--- src/rtl/test_runner_pkg.sv ---
// Shared definitions for the self-test sequencer: FSM state encoding and
// the fixture index width computation.
package test_runner_pkg;

    localparam logic [1:0] IDLE   = 2'd0;
    localparam logic [1:0] ARM    = 2'd1;
    localparam logic [1:0] WAIT   = 2'd2;
    localparam logic [1:0] REPORT = 2'd3;

    // Index width never drops below one bit, even for a single fixture.
    function automatic int idx_width(input int n_tests);
        if (n_tests > 1) begin
            return $clog2(n_tests);
        end else begin
            return 1;
        end
    endfunction

endpackage

--- src/rtl/test_runner_led_pattern.sv ---
// RGB status LED driver for the test sequencer: owns the free-running blink
// counter and maps sequencer state and result to registered LED outputs.
module led_pattern
    import test_runner_pkg::*;
#(
    parameter int BLINK_BITS = 22
) (
    input  logic       i_clk,
    input  logic       i_rst_n,
    input  logic [1:0] state,
    input  logic       pass,
    input  logic       timeout,
    output logic       o_led_r,
    output logic       o_led_g,
    output logic       o_led_b
);

    logic [BLINK_BITS-1:0] blink_cnt_r;
    logic                  blink_s;
    logic                  led_r_s;
    logic                  led_g_s;
    logic                  led_b_s;

    assign blink_s = blink_cnt_r[BLINK_BITS-1];

    // Free-running blink counter, cleared only by reset.
    always_ff @(posedge i_clk or negedge i_rst_n) begin
        if (!i_rst_n) begin
            blink_cnt_r <= '0;
        end else begin
            blink_cnt_r <= blink_cnt_r + BLINK_BITS'(1);
        end
    end

    // LED colour selection from state and result.
    always_comb begin
        led_r_s = 1'b0;
        led_g_s = 1'b0;
        led_b_s = 1'b0;
        case (state)
            IDLE: begin
                led_b_s = 1'b1;
            end
            ARM, WAIT: begin
                led_b_s = blink_s;
            end
            REPORT: begin
                if (pass) begin
                    led_g_s = 1'b1;
                end else if (timeout) begin
                    led_r_s = blink_s;
                end else begin
                    led_r_s = 1'b1;
                end
            end
            default: begin
                led_b_s = 1'b0;
            end
        endcase
    end

    // Registered LED drive.
    always_ff @(posedge i_clk or negedge i_rst_n) begin
        if (!i_rst_n) begin
            o_led_r <= 1'b0;
            o_led_g <= 1'b0;
            o_led_b <= 1'b0;
        end else begin
            o_led_r <= led_r_s;
            o_led_g <= led_g_s;
            o_led_b <= led_b_s;
        end
    end

endmodule

--- config.mk ---
export PLATFORM = sky130hd
export DESIGN_NAME = led_pattern
export DESIGN_NICKNAME = d
export VERILOG_FILES = /design/src/rtl/test_runner_pkg.sv /design/src/rtl/test_runner_led_pattern.sv
export SDC_FILE = /design/constraint.sdc
export NUM_CORES = 1
export LEC_CHECK = 0
export CAP_MARGIN = 15
export CORE_MARGIN = 3
export CORE_UTILIZATION = 50
export CTS_CLUSTER_DIAMETER = 100
export DETAILED_ROUTE_END_ITERATION = 16
export GPL_ROUTABILITY_DRIVEN = 0
export HOLD_SLACK_MARGIN = 0.12
export PLACE_DENSITY = 0.73
export SETUP_SLACK_MARGIN = 0.4
export SLEW_MARGIN = 20
export SYNTH_ARGS = -nofsm -noshare
export SYNTH_HDL_FRONTEND = slang
export SYNTH_SLANG_ARGS = --single-unit
--- constraint.sdc ---
create_clock -name i_clk -period 3.86 [get_ports i_clk]
set_input_delay 0.965 -clock i_clk [delete_from_list [all_inputs] [get_ports i_clk]]
set_output_delay 0.965 -clock i_clk [all_outputs]
set_load 0.01 [all_outputs]
# --- Word-level counts from Yosys, hierarchy flattened ---
# Cells that the tools add are included.
# Widths: inputs -> output; s select.
totals:
  regBits: 25
  input_bits: 6
  out_inout_bits: 3
  wordCells: 16
op_classes:
  addsub: 1
  eq_ne: 3
  mux: 6
  n_reduce_logical: 2
op_table:
  columns: ["operator", "count"]
  rows:
  - ["$add 22x1->22 const B", 1]
  - ["$mux 1", 5]
  - ["$eq 2x2->1 const B", 2]
  - ["$eq 2x1->1 const B", 1]
  - ["$logic_not 2->1", 1]
  - ["$pmux 1 s2", 1]
  - ["$reduce_or 2->1", 1]

# --- Longest topological paths before layout ---
# Gate-level depths: netlist (run 1).
logic_depth:
  word_depth: 3
  depth_mapped: 5
  mapped_depth_nobuf: 5

# --- Worst setup path after synthesis (run 1) ---
# Ideal clock, no wire load.
synth_path:
  path_type: "input port to flip-flop"
  startpoint: "input state[0]"
  endpoint: "register o_led_b"
  setup_time_ns: 0.118
  arrival_ns: 1.428
  required_time_ns: 3.742
  slack_ns: 2.314
  stages: 4
  path_buffers: 0
  path_cell_list: "inv_1 ha_1 a21oi_1 nor2_1"
synth_between:
  elab_chain_len: 3
  word_cells_on_any_way: 5
  cone_classes: "eq/ne (2); mux (1); reduce/logical (2)"
synth_rtl:
  columns: ["item", "line_no", "source"]
  rows:
  - ["start: declaration", "test_runner_led_pattern.sv:10", "input logic [1:0] state,"]
  - ["$eq 2x1->1 / $eq 2x2->1 (equally long branches)", "test_runner_led_pattern.sv:40", "case (state)"]
  - ["$reduce_or 2->1", "test_runner_led_pattern.sv:40", null]
  - ["$pmux 1 s2 (*)", "test_runner_led_pattern.sv:40", null]
  - ["via led_b_s", "test_runner_led_pattern.sv:22", "logic led_b_s;"]
  - ["end signal: assignment", "test_runner_led_pattern.sv:71", "o_led_b <= led_b_s;"]
  - ["end: declaration", "test_runner_led_pattern.sv:15", "output logic o_led_b"]
# The timed path passes the listed nets; every way through them passes the cells marked *.

# --- Final worst setup path (run 1) ---
layout_path:
  startpoint: "register o_led_g"
  endpoint: "output o_led_g"
layout_lines:
  columns: ["item", "line_no", "source"]
  rows:
  - ["start: declaration", "test_runner_led_pattern.sv:14", "output logic o_led_g,"]
  - ["start signal: assignment", "test_runner_led_pattern.sv:70", "o_led_g <= led_g_s;"]
# No word-level cell between the ends.

==> results of run 1 <==
## cell usage in the layout, fill, tap and decap left out, types with 2 or more instances in the layout
master / synthesis / layout
nand3_1: 8 / 8
nor3_2: 2 / 2
ha_1: 3 / 3
nand4_4: 2 / 2
xor2_1: 5 / 5
xnor2_1: 15 / 15
nor2_1: 5 / 5
inv_1: 5 / 5
clkdlybuf4s50_1: 0 / 7
nand2_1: 9 / 9
clkbuf_4: 0 / 3
and4_1: 2 / 2
dfrtp_1: 25 / 25
and3_1: 2 / 2
## how the worst min path moves through the flow
stage | start | end | slack (ns) | depth (start not counted)
2_1_floorplan | blink_cnt_r[20] | blink_cnt_r[20] | 0.44 | 1
3_3_place_gp | blink_cnt_r[20] | blink_cnt_r[20] | 0.45 | 1
3_5_place_dp | blink_cnt_r[20] | blink_cnt_r[20] | 0.46 | 1
4_1_cts | blink_cnt_r[20] | blink_cnt_r[20] | 0.48 | 1
5_1_grt | blink_cnt_r[20] | blink_cnt_r[20] | 0.49 | 1
6_report | blink_cnt_r[20] | blink_cnt_r[20] | 0.47 | 1
## registers in the layout (all words and copies together) (netlist names)
signal       cells
o_led_b          1
o_led_g          1
blink_cnt_r     22
o_led_r          1
## power by group
part	switching [uW]	leakage (uW)	internal [uW]
Clock	71.9	0.0000177	38.7
Combinational	8.14	0.000216	7.60
Sequential	0.274	0.000333	263
## metal layers
layer  wire (um)  up-vias  share of wire [%]
met3          33        2                2.0
li1            -      336                  -
met2         826        4                 50
met1         791      322                 48
met5           0        -                  0
met4          10        0               0.60
## through the flow
stage               hold WS, ns  total power [uW]  worst slack (ns)
floorplan                 0.438               272              2.31
global placement          0.453               285              1.61
detailed placement        0.455               285              1.56
CTS                       0.478               399              1.69
global route              0.492               408              1.66
finish                    0.473               390              1.72
## cell families after synthesis
group                    synth area share (%)
flip-flops                               56.1
adder cells (fa/ha/maj)                  3.36
buffers and inverters                    1.68
XOR/XNOR                                 15.7
AO/OA/AOI/OAI                           0.448
AND/OR/NAND/NOR                          22.8
## area by class of cell
class	count	area, sq um
Sequential cell	25	626
Clock inverter	1	5.00
Clock buffer	3	22.5
Tap cell	27	33.8
Multi-Input combinational cell	63	472
Fill cell	187	790
Timing Repair Buffer	8	75.1
Inverter	5	18.8
==> impl_metrics.env, run 1 <==
export IMPL_capture_point_of_the_worst_reg_to_reg_path="blink_cnt_r[18]"
export IMPL_remaining_drc_errors=0
export IMPL_global_route_usage_met3_pct=3.66
export IMPL_ys_warnings_count=0
export IMPL_startpoint="o_led_g"
export IMPL_ys_seq_area_share_pct=56.1
export IMPL_met2_track_utilization_from_global_routing_pct=24.3
export IMPL_cts_max_level=1
export IMPL_arrival_ns=1.17
export IMPL_synth_most_common_cell="dfrtp_1"
export IMPL_post_synth_num_cell_types=22
export IMPL_power_static_leakage_uw=0.000567
export IMPL_finish_instance_area_sq_um=1250
export IMPL_vias=664
export IMPL_via_count_of_the_first_global_routing_pass=704
export IMPL_final_setup_skew_ns=0.00275
export IMPL_fp_dieArea_sq_um=2840
export IMPL_synth_area_leaders="dfrtp_1, xnor2_1, xor2_1"
export IMPL_synth_avg_cell_area_sq_um=12.0
export IMPL_critical_path_cell_by_cell="clkdlybuf4s50_1"
export IMPL_timing_final_crit_share_pct=55.4
export IMPL_peak_ir_drop_on_the_vdd_network_v=0.000238
export IMPL_cpPeakStageDelay_ns=0.52
export IMPL_path_depth=1
export IMPL_final_hold_viol_count=0
export IMPL_die_height_um=53.2
export IMPL_ctsResizeCount=0
export IMPL_buffer_ports_inserted=8
export IMPL_cts_clk_slew_worst_paths_ns=0.12
export IMPL_dpl_instance_area_sq_um=1230
export IMPL_dominantRegCellSynth="dfrtp_1"
export IMPL_detailed_routing_iteration_count_for_the_pre_antenna_repair_pass=5
export IMPL_fin_tns_setup_ns=0
export IMPL_totalWireLength_mm=1.66
export IMPL_worst_setup_path_end_kind="output port"
export IMPL_io_pins=9
export IMPL_synth_top_cell_area_share_pct=56.1
export IMPL_initial_core_util_pct=54.7
export IMPL_number_of_pins_exceeding_their_max_slew_limit_in_the_final_report=0
export IMPL_initial_antenna_violation_count=0
export IMPL_placeableCoreArea_sq_um=2040
export IMPL_wire_length_of_the_first_global_routing_pass_mm=2.99
export IMPL_setup_reg_to_reg_worst_slack_ns=2.31
export IMPL_asyncSetResetFlopFracSynth_pct=100
export IMPL_syn_area_sq_um=1120
export IMPL_final_net_count=115
export IMPL_top_usage_layer="met2"
export IMPL_period_needed_ns=2.14
export IMPL_post_synth_top_area_cell="dfrtp_1"
export IMPL_vias_per_cell=5.03
export IMPL_cts_made_buffers=3
export IMPL_drive_above_1_share_pct=11.4
export IMPL_ctsRootBufferMaster="clkbuf_4"
export IMPL_post_cts_hold_buffer_count=0
export IMPL_grt_usage_pct=15.0
export IMPL_hold_path_class="reg -> reg"
export IMPL_hpwl_mm=1.29
export IMPL_rsz0062_at_grt="no"
export IMPL_initial_drt_markers=3
export IMPL_groute_layer_met1_usage_pct=18.3
export IMPL_cp_data_required_time_ns=2.89
export IMPL_cts_repair_timing_setup_buffer_count=0
export IMPL_dp_cells=128
export IMPL_drv_cap=0
export IMPL_cp_slowest_cell="clkdlybuf4s50_1"
export IMPL_area_growth_pct=12.2
export IMPL_tritoncts="yes"
export IMPL_wire_per_inst_um=12.6
export IMPL_tightest_pin_transition_ns=0.530
export IMPL_crit_fanout=1
export IMPL_postSynthNetCount=102
export IMPL_setup_worst_path_end="o_led_g"
export IMPL_worst_path_buf_inv=1
export IMPL_outcome="finished, final reports clean"
export IMPL_worstReg2RegStart="blink_cnt_r[0]"
export IMPL_synthCells=93
export IMPL_clock_latency_ns=0.31
export IMPL_critical_path_startpoint_type="flip-flop"
export IMPL_grt_overflow_total=0
export IMPL_grt_start_max_net_pins=26
export IMPL_die_w_um=53.2
export IMPL_achievable_frequency_ghz=0.467
export IMPL_timing_slew_headroom_pct=64.7
export IMPL_drtAntennaViolNets=0
export IMPL_ff2ff_path_depth=5
export IMPL_cellPowerDensity_nw_per_um2=311
export IMPL_netlist_top_cells_count="dfrtp_1, xnor2_1, nand2_1"
export IMPL_num_rows=16
export IMPL_crit_family="buffers and inverters"
export IMPL_instances_no_fill=132
export IMPL_num_antenna_cells=0
export IMPL_final_util_pct=61.3
export IMPL_setup_viol_count_final=0
export IMPL_clock_path_buffers=2
export IMPL_ff_latch_count_synth=25
export IMPL_synth_enable_flop_cells=0
export IMPL_critPathKind="reg -> out"
export IMPL_clock_sink_count=25
(Power assumes the default switching activity.)
==> run 2: changes to the inputs <==
--- a/config.mk
+++ b/config.mk
@@ -12,7 +12,7 @@
 export DETAILED_ROUTE_END_ITERATION = 16
 export GPL_ROUTABILITY_DRIVEN = 0
 export HOLD_SLACK_MARGIN = 0.12
-export PLACE_DENSITY = 0.73
+export PLACE_DENSITY = 0.76
 export SETUP_SLACK_MARGIN = 0.4
 export SLEW_MARGIN = 20
 export SYNTH_ARGS = -nofsm -noshare
==> constraint.sdc (replaced) <==
create_clock -name i_clk -period 1.9 [get_ports i_clk]
set_input_delay 0.475 -clock i_clk [delete_from_list [all_inputs] [get_ports i_clk]]
set_output_delay 0.475 -clock i_clk [all_outputs]
set_load 0.01 [all_outputs]
==> impl_metrics.env, run 2 (synthesis results as in run 1) <==
export IMPL_outcome="finished, final reports clean"
export IMPL_report_power_total_uw=799
export IMPL_grt_start_max_net_pins=26
export IMPL_grt_usage_pct=15.9
export IMPL_instances_no_fill=138
export IMPL_num_antenna_cells=0
export IMPL_area_growth_pct=19.6
export IMPL_fp_dieArea_sq_um=2840
export IMPL_placeableCoreArea_sq_um=2040
export IMPL_wire_per_inst_um=13.2
export IMPL_hpwl_mm=1.27
export IMPL_via_count_of_the_first_global_routing_pass=716
export IMPL_clock_sink_count=25
export IMPL_initial_antenna_violation_count=0
export IMPL_peak_ir_drop_on_the_vdd_network_v=0.000365
export IMPL_timing_slew_headroom_pct=78.8
export IMPL_die_height_um=53.2
export IMPL_worst_setup_path_end_kind="output port"
export IMPL_arrival_ns=0.97
export IMPL_layout_commonest_cell="dfrtp_1"
export IMPL_die_w_um=53.2
export IMPL_period_needed_ns=1.44
export IMPL_final_setup_skew_ns=0.00522
export IMPL_dp_slack_ns=0.290
export IMPL_critPathKind="reg -> out"
export IMPL_rsz0062_at_grt="yes"
export IMPL_grt_overflow_total=0
export IMPL_vias_per_cell=5.26
export IMPL_setup_viol_count_final=0
export IMPL_worst_path_buf_inv=1
export IMPL_vias=726
export IMPL_drive_above_1_share_pct=19.8
export IMPL_num_rows=16
export IMPL_hold_path_class="reg -> reg"
export IMPL_fin_tns_setup_ns=0
export IMPL_cpPeakStageDelay_ns=0.38
export IMPL_tightest_pin_transition_ns=0.316
export IMPL_initial_drt_markers=4
export IMPL_clock_path_buffers=2
export IMPL_dp_cells=129
export IMPL_power_static_leakage_uw=0.000648
export IMPL_cts_made_buffers=3
export IMPL_cp_data_required_time_ns=1.42
export IMPL_crit_fanout=1
export IMPL_post_cts_hold_buffer_count=0
export IMPL_initial_core_util_pct=54.7
export IMPL_final_setup_worst_slack_ns=0.458
export IMPL_clock_latency_ns=0.32
export IMPL_final_net_count=121
export IMPL_achievable_frequency_ghz=0.694
export IMPL_io_pins=9
export IMPL_cp_slowest_cell="dfrtp_1"
export IMPL_cts_clk_slew_worst_paths_ns=0.13
export IMPL_critical_path_startpoint_type="flip-flop"
export IMPL_number_of_pins_exceeding_their_max_slew_limit_in_the_final_report=0
export IMPL_totalWireLength_mm=1.82
export IMPL_drtAntennaViolNets=0
export IMPL_largest_register="blink_cnt_r"
export IMPL_detailed_routing_iteration_count_for_the_pre_antenna_repair_pass=4
export IMPL_remaining_drc_errors=0
export IMPL_buffer_ports_inserted=8
export IMPL_wire_length_of_the_first_global_routing_pass_mm=3.26
export IMPL_drv_cap=0
export IMPL_most_common_layout_cells="dfrtp_1, xnor2_1, nand2_1, nand3_1, buf_4"
export IMPL_critical_path_cell_by_cell="dlygate4sd2_1"
export IMPL_largest_register_ffs=22
export IMPL_cts_max_level=1
export IMPL_crit_family="flip-flops"
export IMPL_tritoncts="yes"
export IMPL_final_hold_viol_count=0
export IMPL_cellPowerDensity_nw_per_um2=598
export IMPL_ctsRootBufferMaster="clkbuf_4"
export IMPL_timing_final_crit_share_pct=75.9
==> run 2: cell count changes in the layout (fill, tap and decap cells not counted), moves of 2 or more <==
| cell | delta |
|---|---|
| dfrtp_1 | -2 |
| buf_4 | +6 |
| clkdlybuf4s50_1 | -2 |
| nor3_4 | +2 |
| dfrtp_2 | +2 |
| dlygate4sd2_1 | +2 |
==> run 2: area by class of cell <==
class	instances	area, sq um
Clock buffer	4	26.3
Fill cell	169	707
Sequential cell	25	628
Multi-Input combinational cell	63	505
Inverter	5	18.8
Timing Repair Buffer	14	123
Tap cell	27	33.8
==> run 2: final timing paths <==
| kind | from | end | slack (ns) | cells after the start |
|---|---|---|---|---|
| max in group asynchronous | i_rst_n | blink_cnt_r[2] | 1.15 | 2 |
| hold reg to reg | blink_cnt_r[12] | blink_cnt_r[12] | 0.48 | 1 |
| min in group asynchronous | i_rst_n | blink_cnt_r[8] | 0.49 | 2 |
| hold / removal | blink_cnt_r[12] | blink_cnt_r[12] | 0.48 | 1 |
| setup reg to reg | blink_cnt_r[3] | blink_cnt_r[13] | 0.47 | 4 |
| setup / recovery | o_led_b | o_led_b | 0.46 | 1 |
==> run 2: stage by stage <==
step                      cell area (sq um)  utilization (%)  hold WS, ns
after floorplan                        1120                -        0.179
after global placement                 1240             60.6        0.458
after detailed placement               1240             60.6        0.461
after CTS                              1270             62.4        0.480
after global routing                   1340             65.4        0.492
final                                  1340             65.4        0.478
==> run 2: where the power goes <==
part	internal (uW)	leakage [uW]	total, uW	switching (uW)
clock network	82.2	0.0000150	231	149
registers	534	0.000330	535	0.520
logic	16.1	0.000303	33.2	17.1
total	633	0.000648	799	166
==> run 2: per-layer routing <==
| metal | track usage, % | vias to the layer above | part of all wire (%) |
|---|---|---|---|
| li1 | - | 346 | - |
| met1 | 20.3 | 368 | 44 |
| met2 | 25.5 | 7 | 52 |
| met3 | 2.82 | 5 | 2.1 |
| met4 | 7.66 | 0 | 2.0 |
| met5 | 0 | - | 0 |
==> run 2: timing repair <==
| item | 4_1_cts | 5_1_grt |
|---|---|---|
| setup endpoints to repair | 7 | 9 |
| resized for setup | 5 | 8 |
| setup buffers | 0 | 5 |
| pin swaps | 0 | 2 |
==> run 3: changes to the inputs <==
--- a/config.mk
+++ b/config.mk
@@ -12,7 +12,7 @@
 export DETAILED_ROUTE_END_ITERATION = 16
 export GPL_ROUTABILITY_DRIVEN = 0
 export HOLD_SLACK_MARGIN = 0.12
-export PLACE_DENSITY = 0.76
+export PLACE_DENSITY = 0.73
 export SETUP_SLACK_MARGIN = 0.4
 export SLEW_MARGIN = 20
 export SYNTH_ARGS = -nofsm -noshare
==> constraint.sdc (replaced) <==
create_clock -name i_clk -period 1.44 [get_ports i_clk]
set_input_delay 0.36 -clock i_clk [delete_from_list [all_inputs] [get_ports i_clk]]
set_output_delay 0.36 -clock i_clk [all_outputs]
set_load 0.01 [all_outputs]
==> impl_metrics.env, run 3 (synthesis results as in run 1) <==
export IMPL_cp_slowest_cell="or3_4"
export IMPL_layout_commonest_cell="dfrtp_1"
export IMPL_achievable_frequency_ghz=0.727
export IMPL_num_antenna_cells=0
export IMPL_largest_register_ffs=22
export IMPL_grt_overflow_total=0
export IMPL_vias_per_cell=5.10
export IMPL_fp_dieArea_sq_um=2840
export IMPL_grt_start_max_net_pins=26
export IMPL_setup_viol_count_final=0
export IMPL_worst_path_buf_inv=0
export IMPL_ctsRootBufferMaster="clkbuf_4"
export IMPL_die_w_um=53.2
export IMPL_final_setup_worst_slack_ns=0.0637
export IMPL_final_net_count=125
export IMPL_hpwl_mm=1.29
export IMPL_drtAntennaViolNets=0
export IMPL_power_static_leakage_uw=0.000703
export IMPL_grt_usage_pct=16.0
export IMPL_clock_path_buffers=2
export IMPL_buffer_ports_inserted=8
export IMPL_die_height_um=53.2
export IMPL_critical_path_cell_by_cell="nand4_4 > or3_4 > nor3_2 > xor2_1"
export IMPL_post_cts_hold_buffer_count=0
export IMPL_tightest_pin_transition_ns=0.310
export IMPL_cellPowerDensity_nw_per_um2=735
export IMPL_clock_sink_count=25
export IMPL_largest_register="blink_cnt_r"
export IMPL_drive_above_1_share_pct=34.8
export IMPL_cts_max_level=1
export IMPL_io_pins=9
export IMPL_crit_fanout=4
export IMPL_cp_data_required_time_ns=1.69
export IMPL_critPathKind="reg -> reg"
export IMPL_crit_family="simple AND/OR/NAND/NOR gates"
export IMPL_cts_clk_slew_worst_paths_ns=0.14
export IMPL_cpPeakStageDelay_ns=0.44
export IMPL_outcome="finished, final reports clean"
export IMPL_via_count_of_the_first_global_routing_pass=768
export IMPL_initial_drt_markers=6
export IMPL_tritoncts="yes"
export IMPL_totalWireLength_mm=1.90
export IMPL_dp_slack_ns=-0.0557
export IMPL_instances_no_fill=142
export IMPL_initial_core_util_pct=54.7
export IMPL_final_setup_skew_ns=0.00520
export IMPL_wire_length_of_the_first_global_routing_pass_mm=3.24
export IMPL_dp_cells=131
export IMPL_most_common_layout_cells="dfrtp_1, xnor2_1, buf_4"
export IMPL_vias=724
export IMPL_detailed_routing_iteration_count_for_the_pre_antenna_repair_pass=4
export IMPL_fillers=158
export IMPL_hold_path_class="in -> async"
export IMPL_cts_made_buffers=3
export IMPL_worst_setup_path_end_kind="flip-flop"
export IMPL_num_rows=16
export IMPL_number_of_pins_exceeding_their_max_slew_limit_in_the_final_report=0
export IMPL_period_needed_ns=1.38
export IMPL_wire_per_inst_um=13.4
export IMPL_placeableCoreArea_sq_um=2040
export IMPL_critical_path_startpoint_type="flip-flop"
export IMPL_final_util_pct=70.7
export IMPL_timing_final_crit_share_pct=95.6
export IMPL_peak_ir_drop_on_the_vdd_network_v=0.000610
export IMPL_rsz0062_at_grt="yes"
export IMPL_clock_latency_ns=0.32
export IMPL_remaining_drc_errors=0
export IMPL_final_hold_viol_count=0
export IMPL_arrival_ns=1.63
export IMPL_area_growth_pct=29.4
export IMPL_drv_cap=0
export IMPL_timing_slew_headroom_pct=79.2
export IMPL_initial_antenna_violation_count=0
==> run 3: cell types whose count changed in the layout (fill, tap and decap cells not counted), sizes merged <==
cell / previous run / this run
clkbuf: 4 / 3
clkinv: 0 / 1
buf: 6 / 13
clkdlybuf4s15: 1 / 0
clkdlybuf4s50: 5 / 3
==> run 3: per-layer routing <==
layer	GRT usage, %	vias to the layer above	routed length, um
li1	-	356	-
met1	19.9	353	875
met2	25.9	12	943
met3	3.38	3	52
met4	8.09	0	27
met5	0	-	0
==> run 3: final timing paths <==
kind / cells after the start / from / slack [ns] / end
worst max-delay path: 4 / blink_cnt_r[2] / 0.06 / blink_cnt_r[13]
worst min-delay path: 2 / i_rst_n / 0.38 / blink_cnt_r[16]
worst max register to register: 4 / blink_cnt_r[2] / 0.06 / blink_cnt_r[13]
worst min register to register: 1 / blink_cnt_r[20] / 0.47 / blink_cnt_r[20]
max in group asynchronous: 2 / i_rst_n / 0.80 / blink_cnt_r[3]
min in group i_clk: 1 / blink_cnt_r[20] / 0.47 / blink_cnt_r[20]
==> run 3: power by group <==
part	internal (uW)	total (uW)	switching, uW	leakage (uW)
registers	705	706	0.665	0.000327
logic	18.4	41.4	23.0	0.000359
clock network	104	314	210	0.0000177
total	828	1060	234	0.000703
==> run 3: area by class of cell <==
type	count	area, sq um	share of cell area [%]
repair buffers	18	154	10.7
well taps	27	33.8	2.34
clock inverters	1	5.00	0.347
clock buffers	3	22.5	1.56
inverters	5	18.8	1.30
flip-flops and latches	25	631	43.7
multi-input cells	63	579	40.1
==> run 3: through the flow <==
step / setup TNS, ns / cell area [sq um] / hold WS (ns) / power (uW)
floorplan: 0 / 1160 / 0.0644 / 729
global placement: -0.0143 / 1290 / 0.444 / 766
detailed placement: -0.0557 / 1290 / 0.449 / 767
CTS: 0 / 1380 / 0.377 / 1070
global route: -0.0672 / 1440 / 0.401 / 1100
finish: 0 / 1440 / 0.377 / 1060
==> run 3: worst register-to-register path, delay by kind of cell (launching register included) <==
kind,cells,cell delay [ns]
xor+xnor,1,0.17
flops,1,0.43
simple gates,3,0.72
==> run 3: repair_timing <==
item / 4_1_cts / 5_1_grt
pin swaps: 7 / 8
resized for setup: 19 / 12
setup endpoints to repair: 21 / 22
setup buffers: 6 / 1
endpoints found under the hold margin: 0 / 0
